==> src/rtl/seq_detector_pkg.sv <==
// Shared constants and the elaboration-time next-state table builder for seq_detector.
package seq_detector_pkg;

   localparam int unsigned DefLen = 4;
   localparam logic [DefLen-1:0] DefPattern = 4'b0110;

   localparam int unsigned MaxLen = 16;
   // Widest state code (clog2(MaxLen + 1)); one table row per {state, x} code.
   localparam int unsigned MaxStW = 5;
   localparam int unsigned MaxRows = 2 ** (MaxStW + 1);

   typedef logic [MaxRows*MaxStW-1:0] table_t;

   // Pattern bit i counted from the first bit received (the MSB).
   function automatic logic pat_bit(logic [MaxLen-1:0] pattern, int unsigned len, int unsigned i);
      logic [3:0] idx;
      idx = 4'(len - 1 - i);
      return pattern[idx];
   endfunction

   // Longest prefix of the pattern that is a suffix of (first k pattern bits, b).
   // From the detect state the match may not be the whole history, so it stays proper.
   function automatic int unsigned next_of(logic [MaxLen-1:0] pattern, int unsigned len,
                                           bit overlap, int unsigned k_in, logic b);
      int unsigned k;
      int unsigned n;
      int unsigned best;
      logic ok;
      logic s;
      k = (k_in == len && !overlap) ? 0 : k_in;
      n = k + 1;
      best = 0;
      for (int unsigned j = 1; j <= MaxLen; j++) begin
         if (j <= n && j <= len) begin
            ok = 1'b1;
            for (int unsigned t = 0; t < MaxLen; t++) begin
               if (t < j) begin
                  s = (n - j + t < k) ? pat_bit(pattern, len, n - j + t) : b;
                  if (s != pat_bit(pattern, len, t)) ok = 1'b0;
               end
            end
            if (ok) best = j;
         end
      end
      return best;
   endfunction

   // Row {state, x} holds the next state; rows for codes above len stay 0.
   function automatic table_t build_table(logic [MaxLen-1:0] pattern, int unsigned len,
                                          bit overlap);
      table_t tbl;
      tbl = '0;
      for (int unsigned k = 0; k < 2 ** MaxStW; k++) begin
         for (int unsigned b = 0; b < 2; b++) begin
            if (k <= len) begin
               tbl[(k * 2 + b) * MaxStW +: MaxStW] =
                  MaxStW'(next_of(pattern, len, overlap, k, 1'(b)));
            end
         end
      end
      return tbl;
   endfunction

endpackage

==> src/rtl/seq_detector_next.sv <==
// Combinational next-state lookup; the table is built once at elaboration from PATTERN.
module seq_detector_next
   import seq_detector_pkg::*;
#(
   parameter int unsigned LEN = DefLen,
   parameter logic [LEN-1:0] PATTERN = DefPattern,
   parameter bit OVERLAP = 1'b1,
   localparam int unsigned StW = $clog2(LEN + 1)
) (
   input  logic [StW-1:0] state,
   input  logic           x,
   output logic [StW-1:0] state_next
);

   localparam table_t Table = build_table(MaxLen'(PATTERN), LEN, OVERLAP);

   logic [MaxStW:0] row;

   // Look up the next state; illegal codes above S(LEN) fall back to S0.
   always_comb begin
      row = {MaxStW'(state), x};
      state_next = '0;
      if (state <= StW'(LEN)) begin
         state_next = StW'(Table[row * MaxStW +: MaxStW]);
      end
   end

endmodule

==> src/rtl/seq_detector.sv <==
// Moore serial pattern detector: z is registered and high only in the detect state S(LEN).
module seq_detector
   import seq_detector_pkg::*;
#(
   parameter int unsigned LEN = DefLen,
   parameter logic [LEN-1:0] PATTERN = DefPattern,
   parameter bit OVERLAP = 1'b1
) (
   input  logic x,
   input  logic clk,
   input  logic rst,
   output logic z
);

   localparam int unsigned StW = $clog2(LEN + 1);
   localparam logic [StW-1:0] Detect = StW'(LEN);

   logic [StW-1:0] state_q;
   logic [StW-1:0] state_d;
   logic           x_s;

   // Unknown or floating serial input counts as 0.
   always_comb begin
      x_s = (x === 1'b1);
   end

   seq_detector_next #(
      .LEN     (LEN),
      .PATTERN (PATTERN),
      .OVERLAP (OVERLAP)
   ) u_next (
      .state      (state_q),
      .x          (x_s),
      .state_next (state_d)
   );

   // State and detect flag; z tracks the state it is loaded alongside.
   always_ff @(posedge clk or negedge rst) begin
      if (!rst) begin
         state_q <= '0;
         z       <= 1'b0;
      end else begin
         state_q <= state_d;
         z       <= (state_d == Detect);
      end
   end

endmodule

==> config.mk <==
export PLATFORM = sky130hd
export DESIGN_NAME = seq_detector
export DESIGN_NICKNAME = d
export VERILOG_FILES = /design/src/rtl/seq_detector_pkg.sv /design/src/rtl/seq_detector_next.sv /design/src/rtl/seq_detector.sv
export SDC_FILE = /design/constraint.sdc
export NUM_CORES = 1
export LEC_CHECK = 0
export BUFFER_PORTS_ARGS = -buffer_cell sky130_fd_sc_hd__buf_2
export CAP_MARGIN = 20
export CORE_AREA = 4 4 41 43
export DETAILED_ROUTE_END_ITERATION = 16
export DIE_AREA = 0 0 45 47
export GPL_TIMING_DRIVEN = 0
export PLACE_DENSITY = 0.3
export SYNTH_ARGS = -nofsm -noshare
export SYNTH_HDL_FRONTEND = slang
export SYNTH_HIERARCHICAL = 1
export SYNTH_SLANG_ARGS = --single-unit
==> constraint.sdc <==
create_clock -name clk -period 1.8 [get_ports clk]
set_input_delay 0.18 -clock clk [delete_from_list [all_inputs] [get_ports clk]]
set_output_delay 0.18 -clock clk [all_outputs]
set_load 0.05 [all_outputs]
Word-level counts from Yosys, hierarchy flattened
Cells that the tools add are included.
{ "classes": {"n_shift": 1, "muxes": 1, "multipliers": 1, "eq_ne": 2, "n_lt_le_gt_ge": 1} }
{ "ops": {"columns": ["operator", "n"], "rows": [
  ["320-bit by 8-bit variable part select with 3-bit output, first input constant", 1],
  ["4-bit by 3-bit multiplier with 7-bit output, second input constant", 1],
  ["3-bit equality test, second input constant", 1],
  ["3-bit <= comparator, second input constant", 1],
  ["3-bit two-way mux", 1],
  ["1-bit case equality test, second input constant", 1]
]} }
{ "word_totals": {"reg_bits": 4, "in_bits": 3, "wordCells": 8, "out_inout_bits": 1} }

Depth between registers and ports, before layout
{ "logic_depth": {"depth_word": 5, "ltp_mapped": 3, "mapped_depth_nobuf": 3} }

By module
The synthesis kept the hierarchy.
{ "modules_own_cells": {"columns": ["mod", "n_inst", "cells_per_inst", "area_each_um2"], "rows": [
  ["seq_detector", 1, 5, 112.6],
  ["seq_detector_next", 1, 8, 62.6]
]} }

Worst setup path before layout
No wires, ideal clock.
{ "synth_path": {"path_kind": "register to register", "from": "register state_q[1]", "to": "register z", "required_time_ns": 1.679, "t_arrival_ns": 0.888, "period_less_slack_ns": 1.009, "stages_incl_launch_ff": 4, "path_slack_ns": 0.791, "cell_sequence": "dfrtp_1 > mux2_4 > o21ai_2 > nor3b_2"} }
{ "synth_between": {"elab_chain_cells": 4, "elab_cells_between_ends": 5, "classes_between": "1 x mul; 1 x order compare; 1 x eq/ne; 1 x shift; 1 x mux"} }
{ "synth_rtl": {"columns": ["item", "line", "source"], "rows": [
  ["from (decl)", "seq_detector.sv:18", "logic [StW-1:0] state_q;"],
  ["from (signal assigned)", "seq_detector.sv:43", "state_q <= state_d;"],
  ["4-bit by 3-bit multiplier with 7-bit output", "seq_detector_next.sv:24", "state_next = StW'(Table[row * MaxStW +: MaxStW]);"],
  ["320-bit by 8-bit variable part select with 3-bit output", "seq_detector_next.sv:24", null],
  ["3-bit two-way mux *", "seq_detector_next.sv:23", "if (state <= StW'(LEN)) begin"],
  ["via state_d[0]", "seq_detector.sv:19", "logic [StW-1:0] state_d;"],
  ["3-bit equality test *", "seq_detector.sv:44", "z <= (state_d == Detect);"],
  ["to (signal assigned)", "seq_detector.sv:44", null],
  ["to (decl)", "seq_detector.sv:12", "output logic z"]
]} }
The timed path passes the listed nets; every way through them passes the cells marked *.

Final worst setup path
{ "layout_path": {"from": "register state_q[0]", "to": "register z"} }
The elaborated chain is that of the path after synthesis.

==> impl_metrics.csv <==
group,metric,value,unit
outcome,run_status,"completed",
clocking,clk_pin_slew,0.04,ns
global_route,grt_max_degree,6,
route,vias,140,
pwr,total_switching_power,0.000114,W
global_route,antenna_found_initial,0,
synth,synth_warnings,6,
route,vias_per_cell,4.00,
setup_path,worstPathRequired,1.95,ns
setup_path,critPathMaxFanout,5,
pwr,peakVddDrop,0.339,mV
finish,antenna_cells,0,
global_route,grt_usage,4.60,%
finish,fin_nets,25,
clocking,clock_sinks,4,
clocking,cts_tree,"done",
route,drt-total-wl,318,µm
floorplan,placementRows,13,
synth,yosysSeqAreaShare,57.1,%
place,placed_area,209,µm²
setup_path,worstPathCellList,"xor2_1 > o211a_1 > nor3b_2",
sta,whs,0.161,ns
clocking,root_buffer,"clkbuf_4",
place,port_buffers,3,
setup_path,ff2ff_setup_slack,0.73,ns
sta,fin_crit_sh,59.5,%
sta,hold_violations,0,
floorplan,coreArea,1300,µm²
route,drt_iter0_drc,3,
place,hpwl,232,µm
sta,maxSlewViolCount,0,
sta,rsz0062_at_grt,"false",
route,drc,0,
min_path,worstHoldPathType,"input pin to flip-flop",
synth,synthTopCellsByArea,"dfrtp_1 (57%), mux2_4 (8.6%), nor3b_2 (7.1%), o211a_1 (5.7%), o21ai_2 (5.0%)",
pwr,seqPwrFrac,42.6,%
route,ant_nets,0,
sta,period_needed,1.07,ns
global_route,use_met3,1.15,%
pwr,power.density,1480,nW/µm²
route,first_pass_iters,4,
synth,syn_nets,16,
clocking,cts_resized,0,
clocking,post_cts_buffers,0,
synth,ys_seq_elements,4,
floorplan,die_h,47,µm
pwr,p_int,0.000243,W
clocking,htree_levels,1,
pwr,clockPowerShare,30.1,%
global_route,grt_overflow,0,
synth,netlist_area,175,µm²
global_route,met2_usage,4.80,%
place,placed_cells_incl_taps,31,
clocking,clockBufferDepth,2,
global_route,use_met1,4.60,%
synth,synth_top_area_cell,"dfrtp_1",
finish,fin_area,241,µm²
finish,drive_gt1_share,45.0,%
sta,timing.fmax,934,MHz
route,drt-wirelength-per-cell,9.09,µm
global_route,grt_pass1_vias,143,
floorplan,die_w,45,µm
floorplan,die_area,2120,µm²
setup_path,start_kind,"flip-flop",
setup_path,critPathSlowestCell,"dfrtp_1",
sta,fin_skew,0.000445,ns
synth,synth.distinct_cells,10,
job,maxCapViolCount,0,
pwr,p_leak,0.117,nW
finish,fin_cells,35,
place,place_congestion,0.591,
setup_path,slowest_delay,0.41,ns
global_route,grt-busiest-layer,"met4",
clocking,ctsHoldBuffers,1,
synth,synthCells,13,
finish,fillers,155,
setup_path,crit_arrival,1.22,ns
sta,maxSlewHeadroom,83.3,%
synth,synth_top_area_share,57.1,%
setup_path,path_class,"flip-flop to flip-flop",
floorplan,start_util,13.5,%
sta,setup_violations,0,
pwr,switching_share,31.9,%
pwr,p_comb_share,27.3,%
clocking,worstSkewPairLatency,0.23,ns
finish,area_delta_synth_final,37.9,%
synth,avgSynthCellArea,13.5,µm²
sta,finalSetupTns,0,ns
global_route,grt_pass1_wl,572,µm
setup_path,end_kind,"flip-flop",
clocking,cts_made_buffers,3,
floorplan,io_pins,4,
sta,tightest_slew,0.253,ns
finish,fin_util,18.6,%
[Yosys cell counts (all sizes together)]
cell type / n
nor3: 1
o21ai: 2
xor2: 1
nor3b: 1
or3: 1
nand2: 1
mux2: 1
o211a: 1
dfrtp: 4
[worst max-delay path, delay by kind of cell (launching register included)]
kind,cells,cell delay (ns)
xor gates and xnor gates,1,0.17
DFF,1,0.41
and+or+nand+nor,1,0.17
AOI/OAI and AO/OA,1,0.24
[worst paths after layout]
kind / start / to / cells past startpoint
min: x / state_q[2] / 2
min in group asynchronous: rst / state_q[2] / 2
max in group asynchronous: rst / state_q[0] / 2
min reg2reg: state_q[2] / state_q[2] / 1
max reg2reg: state_q[0] / z / 3
max: state_q[0] / z / 3
[logic make-up after synthesis]
logic type	after synthesis	share of synthesized area, %
flip-flops	4	57.1
AND/OR/NAND/NOR	4	15.7
AO/OA/AOI/OAI	3	13.6
XOR/XNOR	1	5.00
multiplexers	1	8.57
[area by class of cell]
cell class	count	area [µm²]	area share [%]
clock buffers	3	22.5	9.33
flip-flops and latches	4	100	41.5
well taps	15	18.8	7.77
multi-input cells	9	75.1	31.1
repair buffers	4	25.0	10.4
[state kept, by name, summed over array words and instances, names as in the netlist]
register / count
z: 1
state_q: 3
[per-layer routing]
layer	vias up	part of all wire, %
met2	9	37
met1	65	49
met3	4	6.0
met4	0	7.5
li1	62	-
met5	-	0
[cell usage in the layout, fill, tap and decap left out]
cell type      netlist  layout
buf_2                0       3
clkbuf_4             0       3
dfrtp_1              4       4
dlygate4sd3_1        0       1
mux2_4               1       1
nand2_1              1       1
nor3_1               1       1
nor3b_2              1       1
o211a_1              1       1
o21ai_0              1       1
o21ai_2              1       1
or3_1                1       1
xor2_1               1       1
[power groups by stage]
stage | sequential (W) | clock (W) | combinational (W)
finish | 0.000152 | 0.000107 | 0.0000971
floorplan | 0.000154 | 0 | 0.0000712
global placement | 0.000151 | 0 | 0.0000971
CTS | 0.000152 | 0.000115 | 0.0000978
global route | 0.000158 | 0.000121 | 0.000107
detailed placement | 0.000154 | 0 | 0.0000961
[stage by stage]
| stage | worst slack (ns) | total power, W |
|---|---|---|
| global route | 0.674 | 0.000386 |
| CTS | 0.720 | 0.000365 |
| detailed placement | 0.727 | 0.000250 |
| global placement | 0.724 | 0.000249 |
| finish | 0.730 | 0.000356 |
| floorplan | 0.791 | 0.000226 |
Power figures use the tool's default switching activity.
